`src/rtl/bus_master_port_if.sv`:
```
// Command-side and shared-bus signals of one bus master port.
// The master modport is the port itself; slave is the environment side.
interface bus_master_port_if #(
    parameter int DATA_WIDTH = 32,
    parameter int ADDR_WIDTH = 16,
    parameter int FIFO_DEPTH = 4
);
    localparam int LVL_W = $clog2(FIFO_DEPTH + 1);

    logic                  cmd_valid;
    logic                  cmd_ready;
    logic [ADDR_WIDTH-1:0] cmd_addr;
    logic [DATA_WIDTH-1:0] cmd_data;
    logic                  bus_req;
    logic                  bus_grant;
    logic                  bus_valid;
    logic [ADDR_WIDTH-1:0] bus_addr;
    logic [DATA_WIDTH-1:0] bus_data;
    logic                  bus_ready;
    logic                  busy;
    logic [LVL_W-1:0]      fifo_level;
    logic                  starve_err;
    logic                  starve_clr;

    modport master (
        input  cmd_valid, cmd_addr, cmd_data, bus_grant, bus_ready, starve_clr,
        output cmd_ready, bus_req, bus_valid, bus_addr, bus_data, busy, fifo_level, starve_err
    );

    modport slave (
        output cmd_valid, cmd_addr, cmd_data, bus_grant, bus_ready, starve_clr,
        input  cmd_ready, bus_req, bus_valid, bus_addr, bus_data, busy, fifo_level, starve_err
    );
endinterface

```
`src/rtl/bus_master_port.sv`:
```
// Master endpoint of the request/grant shared bus: queues write commands,
// requests the bus, drives bounded bursts while granted and flags starvation.
module bus_master_port #(
    parameter int DATA_WIDTH = 32,
    parameter int ADDR_WIDTH = 16,
    parameter int FIFO_DEPTH = 4,
    parameter int MAX_BURST  = 4,
    parameter int TIMEOUT    = 255
) (
    input  logic              clk,
    input  logic              reset_n,
    bus_master_port_if.master bus
);
    localparam int PTR_W = $clog2(FIFO_DEPTH);
    localparam int LVL_W = $clog2(FIFO_DEPTH + 1);
    localparam int BCW   = $clog2(MAX_BURST + 1);

    localparam logic [LVL_W-1:0] LVL_FULL = LVL_W'(FIFO_DEPTH);
    localparam logic [BCW-1:0]   BEAT_MAX = BCW'(MAX_BURST);
    localparam logic [15:0]      WAIT_MAX = 16'(TIMEOUT);

    typedef struct packed {
        logic [ADDR_WIDTH-1:0] addr;
        logic [DATA_WIDTH-1:0] data;
    } cmd_t;

    typedef enum logic [1:0] {
        S_IDLE,
        S_REQ,
        S_XFER,
        S_RELEASE
    } state_t;

    cmd_t             r_mem [FIFO_DEPTH];
    logic [PTR_W-1:0] r_wr_ptr;
    logic [PTR_W-1:0] r_rd_ptr;
    logic [LVL_W-1:0] r_level;
    state_t           r_state;
    logic             r_bus_req;
    logic [BCW-1:0]   r_beat_cnt;
    logic [15:0]      r_wait_cnt;
    logic             r_starve_err;

    state_t           w_next_state;
    logic [LVL_W-1:0] w_level_next;
    logic             w_fifo_empty;
    logic             w_cmd_ready;
    logic             w_push;
    logic             w_pop;
    logic             w_bus_valid;
    logic             w_burst_cap;
    logic             w_last_pop;
    logic             w_starve_hit;
    logic [BCW-1:0]   w_beat_inc;
    cmd_t             w_head;

    assign w_fifo_empty = (r_level == '0);
    assign w_cmd_ready  = (r_level < LVL_FULL);
    assign w_push       = bus.cmd_valid && w_cmd_ready;
    assign w_bus_valid  = r_bus_req && bus.bus_grant && !w_fifo_empty;
    assign w_pop        = w_bus_valid && bus.bus_ready;
    assign w_head       = r_mem[r_rd_ptr];

    always_comb begin
        w_level_next = r_level;
        unique case ({w_push, w_pop})
            2'b10:   w_level_next = r_level + LVL_W'(1);
            2'b01:   w_level_next = r_level - LVL_W'(1);
            default: w_level_next = r_level;
        endcase
    end

    // A tenure ends on the beat that hits the burst cap or leaves the FIFO empty.
    assign w_beat_inc  = r_beat_cnt + BCW'(1);
    assign w_burst_cap = w_pop && (w_beat_inc == BEAT_MAX);
    assign w_last_pop  = w_pop && (w_level_next == '0);

    // NOTE: storage array has no reset; emptiness lives in the pointers and
    // level, so a reset flushes the queue without clearing the RAM itself.
    always_ff @(posedge clk) begin
        if (w_push) begin
            r_mem[r_wr_ptr] <= cmd_t'({bus.cmd_addr, bus.cmd_data});
        end
    end

    // NOTE: all state updates use non-blocking assignment so every flop
    // samples pre-edge values regardless of process ordering.
    always_ff @(posedge clk or negedge reset_n) begin
        if (!reset_n) begin
            r_wr_ptr <= '0;
            r_rd_ptr <= '0;
            r_level  <= '0;
        end else begin
            if (w_push) begin
                r_wr_ptr <= r_wr_ptr + PTR_W'(1);
            end
            if (w_pop) begin
                r_rd_ptr <= r_rd_ptr + PTR_W'(1);
            end
            r_level <= w_level_next;
        end
    end

    // NOTE: next-state is defaulted before the case so no path holds a
    // previous value, which would otherwise infer a latch.
    always_comb begin
        w_next_state = r_state;
        unique case (r_state)
            S_IDLE: begin
                if (!w_fifo_empty) begin
                    w_next_state = S_REQ;
                end
            end
            S_REQ, S_XFER: begin
                if (w_pop) begin
                    w_next_state = (w_burst_cap || w_last_pop) ? S_RELEASE : S_XFER;
                end
            end
            S_RELEASE: w_next_state = S_IDLE;
            default:   w_next_state = S_IDLE;
        endcase
    end

    always_ff @(posedge clk or negedge reset_n) begin
        if (!reset_n) begin
            r_state    <= S_IDLE;
            r_bus_req  <= 1'b0;
            r_beat_cnt <= '0;
        end else begin
            r_state   <= w_next_state;
            r_bus_req <= (w_next_state == S_REQ) || (w_next_state == S_XFER);
            if (r_state == S_IDLE && w_next_state == S_REQ) begin
                r_beat_cnt <= '0;
            end else if (w_pop) begin
                r_beat_cnt <= w_beat_inc;
            end
        end
    end

    // Starvation: count ungranted request cycles, saturating at the limit.
    assign w_starve_hit = r_bus_req && !bus.bus_grant && (r_wait_cnt == WAIT_MAX - 16'd1);

    always_ff @(posedge clk or negedge reset_n) begin
        if (!reset_n) begin
            r_wait_cnt   <= '0;
            r_starve_err <= 1'b0;
        end else begin
            if (!r_bus_req || bus.bus_grant) begin
                r_wait_cnt <= '0;
            end else if (r_wait_cnt != WAIT_MAX) begin
                r_wait_cnt <= r_wait_cnt + 16'd1;
            end
            if (w_starve_hit) begin
                r_starve_err <= 1'b1;
            end else if (bus.starve_clr) begin
                r_starve_err <= 1'b0;
            end
        end
    end

    assign bus.cmd_ready  = w_cmd_ready;
    assign bus.bus_req    = r_bus_req;
    assign bus.bus_valid  = w_bus_valid;
    assign bus.bus_addr   = w_head.addr;
    assign bus.bus_data   = w_head.data;
    assign bus.busy       = !w_fifo_empty || (r_state != S_IDLE);
    assign bus.fifo_level = r_level;
    assign bus.starve_err = r_starve_err;
endmodule

```
`src/flat_wrapper.sv`:
```
// flat-port wrapper written by rule: the top's interface ports become plain ports
module bus_master_port_flat 
#(
    parameter int DATA_WIDTH = 32,
    parameter int ADDR_WIDTH = 16,
    parameter int FIFO_DEPTH = 4,
    parameter int MAX_BURST  = 4,
    parameter int TIMEOUT    = 255
)
  (clk, reset_n, bus_cmd_valid, bus_cmd_addr, bus_cmd_data, bus_bus_grant, bus_bus_ready, bus_starve_clr, bus_cmd_ready, bus_bus_req, bus_bus_valid, bus_bus_addr, bus_bus_data, bus_busy, bus_fifo_level, bus_starve_err);
  bus_master_port_if #(.DATA_WIDTH(DATA_WIDTH), .ADDR_WIDTH(ADDR_WIDTH), .FIFO_DEPTH(FIFO_DEPTH)) bus_i ();
  input  logic clk;
  input  logic reset_n;
  input wire logic [$bits(bus_i.cmd_valid)-1:0] bus_cmd_valid;
  input wire logic [$bits(bus_i.cmd_addr)-1:0] bus_cmd_addr;
  input wire logic [$bits(bus_i.cmd_data)-1:0] bus_cmd_data;
  input wire logic [$bits(bus_i.bus_grant)-1:0] bus_bus_grant;
  input wire logic [$bits(bus_i.bus_ready)-1:0] bus_bus_ready;
  input wire logic [$bits(bus_i.starve_clr)-1:0] bus_starve_clr;
  output wire logic [$bits(bus_i.cmd_ready)-1:0] bus_cmd_ready;
  output wire logic [$bits(bus_i.bus_req)-1:0] bus_bus_req;
  output wire logic [$bits(bus_i.bus_valid)-1:0] bus_bus_valid;
  output wire logic [$bits(bus_i.bus_addr)-1:0] bus_bus_addr;
  output wire logic [$bits(bus_i.bus_data)-1:0] bus_bus_data;
  output wire logic [$bits(bus_i.busy)-1:0] bus_busy;
  output wire logic [$bits(bus_i.fifo_level)-1:0] bus_fifo_level;
  output wire logic [$bits(bus_i.starve_err)-1:0] bus_starve_err;
  assign bus_i.cmd_valid = bus_cmd_valid;
  assign bus_i.cmd_addr = bus_cmd_addr;
  assign bus_i.cmd_data = bus_cmd_data;
  assign bus_i.bus_grant = bus_bus_grant;
  assign bus_i.bus_ready = bus_bus_ready;
  assign bus_i.starve_clr = bus_starve_clr;
  assign bus_cmd_ready = bus_i.cmd_ready;
  assign bus_bus_req = bus_i.bus_req;
  assign bus_bus_valid = bus_i.bus_valid;
  assign bus_bus_addr = bus_i.bus_addr;
  assign bus_bus_data = bus_i.bus_data;
  assign bus_busy = bus_i.busy;
  assign bus_fifo_level = bus_i.fifo_level;
  assign bus_starve_err = bus_i.starve_err;
  bus_master_port #(.DATA_WIDTH(DATA_WIDTH), .ADDR_WIDTH(ADDR_WIDTH), .FIFO_DEPTH(FIFO_DEPTH), .MAX_BURST(MAX_BURST), .TIMEOUT(TIMEOUT)) u_core (.clk(clk), .reset_n(reset_n), .bus(bus_i));
endmodule
```
`config.mk`:
```
export PLATFORM = sky130hd
export DESIGN_NAME = bus_master_port_flat
export DESIGN_NICKNAME = d
export VERILOG_FILES = /design/src/rtl/bus_master_port_if.sv /design/src/rtl/bus_master_port.sv /design/src/flat_wrapper.sv
export SDC_FILE = /design/constraint.sdc
export NUM_CORES = 1
export LEC_CHECK = 0
export ABC_AREA = 1
export ABC_CLOCK_PERIOD_IN_PS = 3390
export CAP_MARGIN = 30
export CORE_MARGIN = 2
export CORE_UTILIZATION = 55
export CTS_CLUSTER_DIAMETER = 150
export DETAILED_ROUTE_END_ITERATION = 10
export HOLD_SLACK_MARGIN = 0.15
export MAX_ROUTING_LAYER = met4
export PLACE_DENSITY = 0.89
export SYNTH_ARGS = -nofsm -noshare
export SYNTH_HDL_FRONTEND = slang
export SYNTH_SLANG_ARGS = --single-unit
```
`constraint.sdc`:
```
create_clock -name clk -period 3.39 [get_ports clk]
set_input_delay 0.5085 -clock clk [delete_from_list [all_inputs] [get_ports clk]]
set_output_delay 0.5085 -clock clk [all_outputs]
set_load 0.05 [all_outputs]
```
# Word-level counts from Yosys, hierarchy flattened
# Memory sizes are Yosys's and may differ from the RTL's.
# Cells that the tools add are included.
# op_classes
addsub,6
mul,0
div_mod_pow,0
magnitude_cmp,1
n_eq_ne,10
shifts,0
muxes,13
bitwise_logic,0
reduce_logical,24
# ops
op,count
$mux W16,2
$add A16 B1 Y16 const B,1
$eq A16 B8 Y1 const B,1
$ne A16 B8 Y1 const B,1
$logic_and A1 B1 Y1,9
$eq A2 B2 Y1 const B,4
$reduce_bool A2 Y1,4
$add A3 B1 Y3 const B,2
$eq A2 B1 Y1 const B,3
$logic_not A3 Y1,2
$mux W3,2
$pmux W2 S3,1
$pmux W3 S2,1
$mux W1,5
$add A2 B1 Y2 const B,2
$logic_or A1 B1 Y1,4
$mux W2,2
$eq A3 B3 Y1 const B,1
$logic_not A1 Y1,3
$lt A3 B3 Y1 const B,1
$sub A3 B1 Y3 const B,1
$logic_not A2 Y1,1
$reduce_or A2 Y1,1
# totals
ff_bits,30
latch_bits,0
ramBits,192
romBits,0
in_bits,54
output_inout_bits,56
elab_cells,63
n_memories,1
# mem_list
name,words,word_bits,rd,rd_clocked_by_memory_dff,write_ports,line,rtl
u_core.r_mem,4,48,1,0,1,bus_master_port.sv:34,cmd_t r_mem [FIFO_DEPTH];

# Logic depth before layout (Yosys ltp)
# depth
depth_word,15
depth_mapped,19
ltp_nobuf,19

# Worst setup path after synthesis
# No wires, ideal clock.
# synth_timing
path_type,reg2reg
from,"reg u_core.r_level[2], in the netlist u_core.bus.fifo_level[2]"
to,"mem u_core.r_mem[0][0] in the netlist's numbering, enable pin"
setup_time_ns,0.454
arrival_time_ns,3.154
required_ns,2.936
setup_slack_ns,-0.218
stages_incl_launch_ff,4
path_buffers,0
period_less_slack_ns,3.608
path_cell_list,dfrtp_1 -> inv_2 -> nand2_1 -> nor2_1
# synth_via
elab_chain_len,4
# synth_rtl
item,line,rtl
from (decl),bus_master_port.sv:37,logic [LVL_W-1:0] r_level;
from (signal assigned),bus_master_port.sv:100,r_level <= w_level_next;
$lt A3 B3 Y1,bus_master_port.sv:58,assign w_cmd_ready = (r_level < LVL_FULL);
net bus_cmd_ready,flat_wrapper.sv:20,output wire logic [$bits(bus_i.cmd_ready)-1:0] bus_cmd_ready;
$logic_and A1 B1 Y1,bus_master_port.sv:59,assign w_push = bus.cmd_valid && w_cmd_ready;
$mux W1,bus_master_port.sv:81,if (w_push) begin
$mux W1 (not written as such),bus_master_port.sv:82,"r_mem[r_wr_ptr] <= cmd_t'({bus.cmd_addr, bus.cmd_data});"
to (decl),bus_master_port.sv:34,
# The timed path passes the listed nets, and every way through them passes these cells.

# Worst setup path after layout
# layout_timing
from,reg u_core.r_rd_ptr[0]
to,out bus_bus_data[14]
# layout_via
elab_chain_len,1
# layout_rtl
item,line,rtl
from (decl),bus_master_port.sv:36,logic [PTR_W-1:0] r_rd_ptr;
from (signal assigned),bus_master_port.sv:98,r_rd_ptr <= r_rd_ptr + PTR_W'(1);
$mem_v2 Z4 W48,--,
to (decl),flat_wrapper.sv:24,output wire logic [$bits(bus_i.bus_data)-1:0] bus_bus_data;
# No other way between the ends.

==> impl_metrics.ini <==
[global_routing]
grt-ovfl-total = 0
antenna_found_initial = 0
grt_max_degree = 97
grt_use_total_pct = 22.58
grt_pass1_wl_mm = 28.63
grt_pass1_vias = 5739

[power]
powerDensity_nw_per_um2 = 1043
ir_worst_vdd_v = 0.0006873
power_mw = 11.84
cellLeakagePower_nw = 4.063

[detailed_routing]
initialDrtViolationCount = 495
drc_errors = 0
postRouteAntennaNets = 0
dr.pass1.iters = 4
routed_wl_mm = 18.39
vias_per_cell = 5.575
via_count = 5687
routedWlPerCell_um = 18.02

[final_layout]
diodes = 0
final_nets = 854
final_util_pct = 71.99
syn_to_final_growth_pct = 29.28
fillCellCount = 979
drive_gt1_share_pct = 14.68

[synth]
synth_edf_count = 192
syn-mean-instance-area_um2 = 13.09
netlist_instances = 671
yosysTopAreaCell = edfxtp_1
synthDistinctLibCells = 31
synth_warnings = 0
async_reset_ff_share_pct = 13.51
ys_seq_elements = 222
netlist.area_leader.share_pct = 65.65
yosysSeqAreaShare_pct = 74.20
syn-num-nets = 737
synthTopCellsByArea = edfxtp_1 66%, dfrtp_1 8.5%, nor2_1 5.6%, o21ai_0 5.4%, o22ai_1 3.6%
yosysMostFrequentCell = edfxtp_1
ys_top_cells_by_count = 192 x edfxtp_1, 130 x nor2_1, 94 x o21ai_0
syn-cell-area_um2 = 8782
synth_flop_cell = edfxtp_1

[critical_path]
reg2reg_from = u_core.bus.fifo_level[0]$_DFF_PN0_
crit_type = reg -> out
worstReg2RegEnd = u_core.r_beat_cnt[0]$_DFFE_PN0P_
rr_worst_depth = 17
crit_fanout = 96
rrSetupSlack_ps = 570
cp-end-kind = primary output
startpoint_type = register
cp.arrival_ps = 2410
critPathRequiredTime_ps = 2880

[timing]
drv_slew = 0
fmax_ghz = 0.3430
clock_skew_ps = 10.26
rsz0062_at_grt = no
tightest_slew_ps = 900.3
fin_crit_sh_pct = 86.01
setup_viol = 0
hold_viol = 0
min_period_ps = 2916
slew_headroom_pct = 39.98

[cts]
cts_root_buf = clkbuf_16
clock_latency_ps = 500
cts_tree = built
clk_pin_slew_ps = 70
post_cts_resized = 0
clockBufferDepth = 3
hold_buffers = 0
cts_sinks = 222
cts_buffers = 22
post_cts_buffers = 0
cts-htree-levels = 1

[floorplanning]
ios = 110
num_rows = 46
dieArea_um2 = 16990
die_width_um = 130.4
start_util_pct = 55.69
core-area_um2 = 15770
die_h_um = 130.4

[min_path]
min_path_type = in -> async

[placement]
gp_congestion = 0.8989
place_hpwl_mm = 11.33
portBuffers = 109

[run_status]
outcome = complete, no violations

[job]
drv_cap = 0
how the worst max path moves through the flow:
stage	end	start	cells after the start	slack (ps)
after global routing	u_core.r_beat_cnt[0]$_DFFE_PN0P_	u_core.bus.fifo_level[0]$_DFF_PN0_	17	260
after detailed placement	u_core.r_beat_cnt[2]$_DFFE_PN0P_	bus_bus_grant	16	120
after CTS	bus_bus_data[0]	u_core.r_rd_ptr[0]$_DFFE_PN0P_	5	500
after floorplan	u_core.r_mem[0][0]$_DFFE_PP_	u_core.bus.fifo_level[2]$_DFF_PN0_	3	-220
after global placement	u_core.r_beat_cnt[0]$_DFFE_PN0P_	bus_bus_grant	17	230
final	bus_bus_data[14]	u_core.r_rd_ptr[0]$_DFFE_PN0P_	4	470
logic make-up (layout without fill, tap and decap cells):
family	after synthesis	count (layout)	share of synthesized area, %
buf+inv	67	200	3.177
compound gates	168	168	10.50
fa+ha+maj	12	12	1.795
simple gates	191	191	9.232
xor+xnor	11	11	1.097
flops	222	222	74.20
layout make-up:
class                           instances  area, um^2  share of cell area (%)
Inverter                               36       135.1                   1.190
Tap cell                              216       270.3                   2.380
Timing Repair Buffer                  124        1709                   15.05
Clock inverter                          4       27.53                  0.2425
Sequential cell                       222        6519                   57.42
Clock buffer                           36       675.6                   5.951
Multi-Input combinational cell        382        2017                   17.76
layer usage:
| metal | global-route usage (%) | routed length, um |
|---|---|---|
| met1 | 27.08 | 7252 |
| met2 | 39.64 | 9597 |
| met3 | 4.387 | 1288 |
| met4 | 5.820 | 247 |
| met5 | - | 0 |
worst max-delay path, cell delays in order, from the launching register on:
cell and delay, ps:
dfrtp_2 360, buf_4 680, o21ai_0 240, o22ai_1 390, buf_12 190
state kept, by name (all words and copies together) (netlist names):
name                   cells
u_core.bus.fifo_level      3
u_core.bus.bus_req         1
u_core.r_state             2
u_core.r_beat_cnt          3
u_core.r_rd_ptr            2
u_core.r_wr_ptr            2
u_core.bus.starve_err      1
u_core.r_wait_cnt         16
u_core.r_mem             192
power by group:
group          switching (mW)  leakage, nW  internal, mW  total (mW)
Combinational            3.62         1.58          2.30        5.92
Sequential              0.138         2.14          3.47        3.61
Clock                   0.948        0.344          1.37        2.31
Total                    4.71         4.06          7.14        11.8
per-stage QoR:
| stage | instances | hold slack, ps | setup TNS, ps | worst slack [ps] | instance area [um^2] |
|---|---|---|---|---|---|
| 6_report | 1020 | 396.4 | 0 | 474.4 | 11350 |
| 3_3_place_gp | 980 | 507.0 | 0 | 232.7 | 10650 |
| 3_5_place_dp | 980 | 520.9 | 0 | 115.3 | 10650 |
| 2_1_floorplan | 671 | 212.9 | -41790 | -217.6 | 8782 |
| 5_1_grt | 1020 | 430.9 | 0 | 262.5 | 11350 |
| 4_1_cts | 1020 | 398.0 | 0 | 496.6 | 11350 |
layout by cell type, fill, tap and decap left out, types with 5 or more instances in the layout:
| master | instances |
|---|---|
| a21oi_1 | 5 |
| buf_12 | 50 |
| buf_4 | 13 |
| clkbuf_1 | 9 |
| clkbuf_16 | 24 |
| clkdlybuf4s50_1 | 61 |
| dfrtp_1 | 28 |
| edfxtp_1 | 192 |
| ha_1 | 11 |
| inv_1 | 30 |
| inv_2 | 6 |
| nand2_1 | 29 |
| nand3_1 | 15 |
| nor2_1 | 126 |
| nor2_4 | 5 |
| o21ai_0 | 94 |
| o21ai_1 | 12 |
| o22ai_1 | 50 |
| xor2_1 | 10 |
(Power assumes the default switching activity.)
